[src/rtl/rx_frame_fifo.sv]
// Receive-frame FIFO: captures {error, data} on each synchronized rx_done rising edge
// and serves entries first-word-fall-through, with overrun flag and saturating drop count.
module rx_frame_fifo #(
    parameter int DATA_BITS   = 8,
    parameter int DEPTH_LOG2  = 4,
    parameter int SYNC_STAGES = 2
) (
    input  logic                  clock,
    input  logic                  reset,
    input  logic                  rx_done,
    input  logic [DATA_BITS-1:0]  rx_data,
    input  logic [2:0]            rx_error,
    output logic                  rd_valid,
    input  logic                  rd_ready,
    output logic [DATA_BITS-1:0]  rd_data,
    output logic [2:0]            rd_error,
    output logic [DEPTH_LOG2:0]   level,
    output logic                  full,
    output logic                  empty,
    output logic                  overrun,
    output logic [7:0]            drop_count,
    input  logic                  ovr_clear
);
    localparam int DEPTH = 1 << DEPTH_LOG2;
    localparam int W     = DATA_BITS + 3;
    localparam logic [DEPTH_LOG2:0] FULL_LVL = (DEPTH_LOG2+1)'(DEPTH);

    logic [SYNC_STAGES-1:0] sync_q;
    logic                   done_s, done_d, capture;
    logic                   pop, push_ok, drop;
    logic [DEPTH_LOG2-1:0]  wr_ptr, rd_ptr;
    logic [W-1:0]           mem [DEPTH];
    logic [W-1:0]           head;

    // Flops preset to 1 so a done level already high at reset release is ignored.
    always_ff @(posedge clock or posedge reset) begin
        if (reset) begin
            sync_q <= '1;
            done_d <= 1'b1;
        end else begin
            sync_q <= {sync_q[SYNC_STAGES-2:0], rx_done};
            done_d <= done_s;
        end
    end

    assign done_s  = sync_q[SYNC_STAGES-1];
    assign capture = done_s & ~done_d;

    assign empty    = (level == '0);
    assign full     = (level == FULL_LVL);
    assign rd_valid = ~empty;
    assign pop      = rd_valid & rd_ready;
    assign push_ok  = capture & (~full | pop);
    assign drop     = capture & full & ~pop;

    // Storage is intentionally not reset; rd_data/rd_error are don't-care while empty.
    always_ff @(posedge clock) begin
        if (push_ok)
            mem[wr_ptr] <= {rx_error, rx_data};
    end

    assign head     = mem[rd_ptr];
    assign rd_data  = head[DATA_BITS-1:0];
    assign rd_error = head[W-1:DATA_BITS];

    always_ff @(posedge clock or posedge reset) begin
        if (reset) begin
            wr_ptr <= '0;
            rd_ptr <= '0;
            level  <= '0;
        end else begin
            if (push_ok)
                wr_ptr <= wr_ptr + 1'b1;
            if (pop)
                rd_ptr <= rd_ptr + 1'b1;
            case ({push_ok, pop})
                2'b10:   level <= level + 1'b1;
                2'b01:   level <= level - 1'b1;
                default: level <= level;
            endcase
        end
    end

    // A drop in the same cycle as ovr_clear wins and restarts the count at one.
    always_ff @(posedge clock or posedge reset) begin
        if (reset) begin
            overrun    <= 1'b0;
            drop_count <= '0;
        end else if (drop) begin
            overrun <= 1'b1;
            if (ovr_clear)
                drop_count <= 8'd1;
            else if (drop_count != 8'hFF)
                drop_count <= drop_count + 8'd1;
        end else if (ovr_clear) begin
            overrun    <= 1'b0;
            drop_count <= '0;
        end
    end
endmodule
[config.mk]
export PLATFORM = sky130hd
export DESIGN_NAME = rx_frame_fifo
export DESIGN_NICKNAME = d
export VERILOG_FILES = /design/src/rtl/rx_frame_fifo.sv
export SDC_FILE = /design/constraint.sdc
export NUM_CORES = 1
export LEC_CHECK = 0
export BUFFER_PORTS_ARGS = -buffer_cell sky130_fd_sc_hd__buf_4
export CORE_ASPECT_RATIO = 0.9
export CORE_UTILIZATION = 60
export DETAILED_ROUTE_END_ITERATION = 7
export PLACE_DENSITY = 0.81
export SETUP_SLACK_MARGIN = 0.1
export SYNTH_ARGS = -nofsm -noshare
export SYNTH_HDL_FRONTEND = slang
export SYNTH_SLANG_ARGS = --single-unit
export TNS_END_PERCENT = 20
[constraint.sdc]
create_clock -name clock -period 3.15 [get_ports clock]
set_input_delay 0.1575 -clock clock [delete_from_list [all_inputs] [get_ports clock]]
set_output_delay 0.1575 -clock clock [all_outputs]
set_load 0.03 [all_outputs]
After elaboration in Yosys (flattened, before gate mapping)
Memory sizes are Yosys's and may differ from the RTL's.
Index checks and enable logic that the tools add are counted.
{"block": "word_totals", "ff_bits": 25, "ram_bits": 176, "output_inout_bits": 28, "n_memories": 1}
{"block": "classes", "addsub": 5, "eq_ne": 4, "mux": 9, "bitwise": 10, "n_reduce_logical": 5}
{"name": "mem", "depth": 16, "word_bits": 11, "rd": 1, "rd_ports_with_merged_regs": 0, "wr": 1, "line": "32", "text": "logic [W-1:0] mem [DEPTH];"}
{"operator": "$mux 8", "count": 4}
{"operator": "$pmux 5 s2", "count": 1}
{"operator": "$add 4x1->4 const B", "count": 2}
{"operator": "$add 8x1->8 const B", "count": 1}
{"operator": "$ne 8x8->1 const B", "count": 1}
{"operator": "$reduce_bool 2->1", "count": 3}
{"operator": "$add 5x1->5 const B", "count": 1}
{"operator": "$and 1x1->1", "count": 5}
{"operator": "$eq 5x5->1 const B", "count": 1}
{"operator": "$logic_not 5->1", "count": 1}
{"operator": "$sub 5x1->5 const B", "count": 1}
{"operator": "$mux 1", "count": 4}
{"operator": "$not 1->1", "count": 4}
{"operator": "$eq 2x1->1 const B", "count": 1}
{"operator": "$eq 2x2->1 const B", "count": 1}
{"operator": "$reduce_and 2->1", "count": 1}
{"operator": "$or 1x1->1", "count": 1}

Depth between registers and ports, before layout
{"block": "depth", "word_depth": 7, "mapped_depth": 10}

Worst setup path before layout
Ideal clock, no wire load.
{"block": "synth_timing", "kind": "register -> register", "startpoint": "register level[0]", "endpoint": "register level[4]", "setup_ns": 0.154, "arrival_ns": 2.809, "required_time_ns": 2.996, "path_slack_ns": 0.186, "path_stages_with_launch": 9, "n_path_buf": 0, "period_less_slack_ns": 2.964, "cell_sequence": "dfrtp_1 > or4_2 > o21a_2 > ha_1 > ha_1 > nor2b_1 > o21a_1 > o311ai_0 > o311ai_0"}
{"block": "synth_between", "elab_chain_cells": 7}
{"item": "start, declared", "line": "17", "text": "output logic [DEPTH_LOG2:0] level,"}
{"item": "start signal, assigned", "line": "77", "text": "2'b10: level <= level + 1'b1;"}
{"item": "start signal, assigned", "line": "78", "text": "2'b01: level <= level - 1'b1;"}
{"item": "start signal, assigned", "line": "79", "text": "default: level <= level;"}
{"item": "$logic_not 5->1 (*)", "line": "49", "text": "assign empty = (level == '0);"}
{"item": "$not 1->1 (*)", "line": "51", "text": "assign rd_valid = ~empty;"}
{"item": "$and 1x1->1 (*)", "line": "52", "text": "assign pop = rd_valid & rd_ready;"}
{"item": "named net pop", "line": "30", "text": "logic pop, push_ok, drop;"}
{"item": "$or 1x1->1", "line": "53", "text": "assign push_ok = capture & (~full | pop);"}
{"item": "$and 1x1->1", "line": "53"}
{"item": "$eq 2x1->1 or $eq 2x2->1 (tied branches)", "line": "76", "text": "case ({push_ok, pop})"}
{"item": "$pmux 5 s2 or $reduce_bool 2->1 (tied branches)"}
Mark *: on every way through the listed nets, which the timed path passes. The rest lies on a longest branch.
A chain may end at the register's enable or synchronous reset.

Worst setup path in the final report
{"block": "layout_timing", "startpoint": "register level[1]", "endpoint": "register level[4]"}
Same word-level chain as after synthesis.

==> results list <==
* Run status: complete, no violations
- Max_slew headroom: 37.60%
- Number of synthesized flops with an enable pin: 176
- Placeable core area: 0.01288 sq mm
- Height of the die: 111.8 um
- Detail Route Antenna Nets: 0
* Yosys cell types: 46
- Largest buffer count on any clock path: 3
- After synthesis, the share of flip-flops with an asynchronous set or reset is 12.44%.
* Total iterations of the first detailed-routing run: 5
* Fraction of the yosys area taken by sequential cells: 73.65%
- Cell area after synthesis: 0.008030 sq mm
- Post-CTS timing repair inserted 0 buffers for setup.
- The count of final max-slew check failures came to 0.
- At the end of routability-driven placement, the weighted congestion stood at 0.7959.
* Number of flip-flops and latches in the synthesized netlist: 201
* Root buf cell: clkbuf_16
- During synthesis, Yosys emitted a total of 0 warnings.
- In the final routed layout, each cell accounts on average for 24.84 um.
- The critical path starts at level[1].
- Post-synthesis net count: 450
- Setup violations remaining at the end of the flow were counted as 0.
* Vias in the first global route: 4,560
- The detailed router finished its first iteration with 432 violations.
- IR analysis of the VDD net gives a maximum drop of 811.5 uV.
* Horizontal die dimension: 123.9 um
- Clock tree synthesis found a total of 201 sinks.
- I/O pin count: 44
- In the layout the commonest cells are 176 x edfxtp_1, 67 x buf_4, 44 x mux4_2, 23 x nand2_1, 22 x a22oi_1.
* Footprint of the flip-flops and latches: 0.005917 sq mm
- In the final timing run, aggregate negative setup slack is 0 ns.
* Worst Hold Launch: rd_ready
* Full die area: 0.01385 sq mm
- For this run, the top clock speed supported by timing is 343.0 MHz.
- The first global-routing pass estimated 26,120 um of wire.
* Required time at the endpoint of the critical path: 3.49 ns
* Number of vias in the routed layout: 4,276
- Instance count of the mapped netlist: 423
* Critical path endpoint category: flop
* Type of the worst setup path: reg -> reg
- Antenna fix cells: 0
- For this configuration, the core starts out at a cell density of 62.33%.
- Time the worst path needs with I/O delays and setup: 2.915 ns
- The layout has 743 filler cells.
- Number of nets in the layout: 535
- The wire-length estimate of the detail-placed layout is 9476 um.
- Count of standard-cell rows: 39
- Clock-pin slew was measured on the worst setup and hold paths at 0.06 ns.
- For this run, the share of the core covered by cells in the final layout is 73.62%.
- CTS built an H-tree with a depth of 1.
- Buffers placed on the I/O ports in this run total 43.
* Final setup slack of the worst path: 0.2347 ns
* Total overflow reported by the global router: 0
- Later-pin clock latency in the skew report: 0.48 ns
- At the pin with the least slew margin, the transition time is 0.9350 ns.
* Layout cells sized above 1: 30.44%
- Overall power after layout: 8.307 mW
- Dividing the final minimum period by the clock period gives 92.55%.
* Via density: 6.261
* P_leak: 3.309 nW
- In this run the worst hold path is classified as in -> reg.
- Max-capacitance violation count: 0
* Worst-path maximum fanout: 8
* DRT Wirelength: 16,970 um
* Power per cell area: 875.9 mW/mm^2
- Synth Flop Type: edfxtp_1
- Per-instance average area after synthesis: 18.98 sq um
* Area of the multi-input gates: 0.002001 sq mm
* Clk_skew: 0.007451 ns
- Entering global routing, the biggest net connects 41 pins.
- Reg-to-Reg Start: level[1]
- Global routing usage summed across all routing layers: 26.54%
- Post-place setup slack: 0.09093 ns
* Layout Area Growth over Synthesis: 18.11%
* TritonCTS buffer count: 20
- Antenna violations before repair: 0
- The worst setup path is launched from a flop.
- Final Hold Vio Count: 0
* Setup repair after global routing missed its margin: false
- The library cell used most frequently in the layout, excluding fill and tap cells, is edfxtp_1.
- DRC errors left: 0
* CTS tree: built
- Data on the critical path arrives at its endpoint at 3.26 ns.
what timing repair did:
| item | CTS | global route |
|---|---|---|
| endpoints found under the setup margin | 0 | 1 |
| resized for setup | 0 | 2 |
| hold buffers | 14 | 0 |
| hold endpoints to repair | 207 | 0 |
path summary, 6_finish.rpt:
| path | end | slack, ns | cells past startpoint |
|---|---|---|---|
| worst max-delay path | level[4] | 0.23 | 8 |
| worst min-delay path | overrun | 0.04 | 4 |
| max in group asynchronous | rd_ptr[0] | 2.07 | 3 |
| min in group asynchronous | wr_ptr[1] | 0.45 | 3 |
| worst min register to register | sync_q[1] | 0.36 | 0 |
| worst max register to register | level[4] | 0.23 | 8 |
power breakdown:
group	leakage [nW]	total, mW	switching (mW)	internal, mW
Clock	0.306	2.32	0.938	1.38
Sequential	1.90	3.37	0.263	3.11
Combinational	1.11	2.62	1.44	1.18
kinds of logic after synthesis:
group / share of synthesized area [%]
flops: 73.65
simple gates: 4.768
compound gates: 4.347
mux: 12.73
buf+inv: 1.714
fa+ha+maj: 1.807
xor+xnor: 0.9817
routing by layer:
metal | up-vias | global-route usage (%) | routed length [um]
met4 | 0 | 10.08 | 645
li1 | 1865 | - | -
met3 | 53 | 5.072 | 1473
met2 | 224 | 42.59 | 8282
met1 | 2134 | 36.44 | 6564
met5 | - | 0 | 0
cells in the mapped netlist (2+ instances only):
| cell | instances | area, sq um |
|---|---|---|
| nand2_1 | 23 | 86.33 |
| or4_1 | 2 | 15.01 |
| xnor2_1 | 6 | 52.55 |
| o31ai_1 | 2 | 15.01 |
| or3_1 | 3 | 18.77 |
| nor2_1 | 15 | 56.30 |
| a22oi_1 | 22 | 165.2 |
| nand3_1 | 3 | 15.01 |
| nor2b_1 | 3 | 18.77 |
| mux2i_1 | 2 | 20.02 |
| nand2b_1 | 3 | 18.77 |
| clkbuf_1 | 9 | 33.78 |
| edfxtp_1 | 176 | 5285 |
| o311ai_0 | 2 | 17.52 |
| inv_1 | 13 | 48.80 |
| xor2_1 | 3 | 26.28 |
| dfstp_2 | 3 | 78.83 |
| a21oi_1 | 6 | 30.03 |
| nand3b_1 | 2 | 15.01 |
| o211ai_1 | 2 | 15.01 |
| o21ai_0 | 8 | 40.04 |
| buf_2 | 5 | 25.02 |
| buf_1 | 5 | 18.77 |
| ha_1 | 10 | 125.1 |
| mux4_2 | 44 | 991.0 |
| and2_1 | 2 | 12.51 |
| nand4_1 | 4 | 25.02 |
| nor3_1 | 6 | 30.03 |
| dfrtp_1 | 22 | 550.5 |
metrics by stage:
| step | area (sq um) | instances | hold WS, ns |
|---|---|---|---|
| 3_3_place_gp | 8712 | 636 | 0.2671 |
| 3_5_place_dp | 8712 | 636 | 0.2670 |
| 6_report | 9484 | 683 | 0.04483 |
| 4_1_cts | 9482 | 683 | 0.03435 |
| 2_1_floorplan | 8030 | 423 | 0.1620 |
| 5_1_grt | 9484 | 683 | 0.06720 |
critical path, cell delays in order (launching register included):
cell      delay (ns)
dfrtp_1         0.45
or4_2           0.68
o21a_2          0.26
ha_2            0.25
ha_1            0.33
nor2b_1         0.16
o21a_1          0.20
o311ai_1        0.27
o311ai_0        0.17
sequential cells by signal, indices dropped and copies added, names as in the netlist:
| register | flops |
|---|---|
| overrun | 1 |
| done_d | 1 |
| mem | 176 |
| rd_ptr | 4 |
| sync_q | 2 |
| drop_count | 8 |
| level | 5 |
| wr_ptr | 4 |
final cells by class:
cell class              instances  share of cell area, %
flip-flops and latches        201                  62.39
multi-input cells             189                  21.09
repair buffers                 83                  7.203
clock buffers                  27                  5.778
well taps                     164                  2.164
clock inverters                 6                 0.8575
inverters                      13                 0.5145
(Power assumes the default switching activity.)
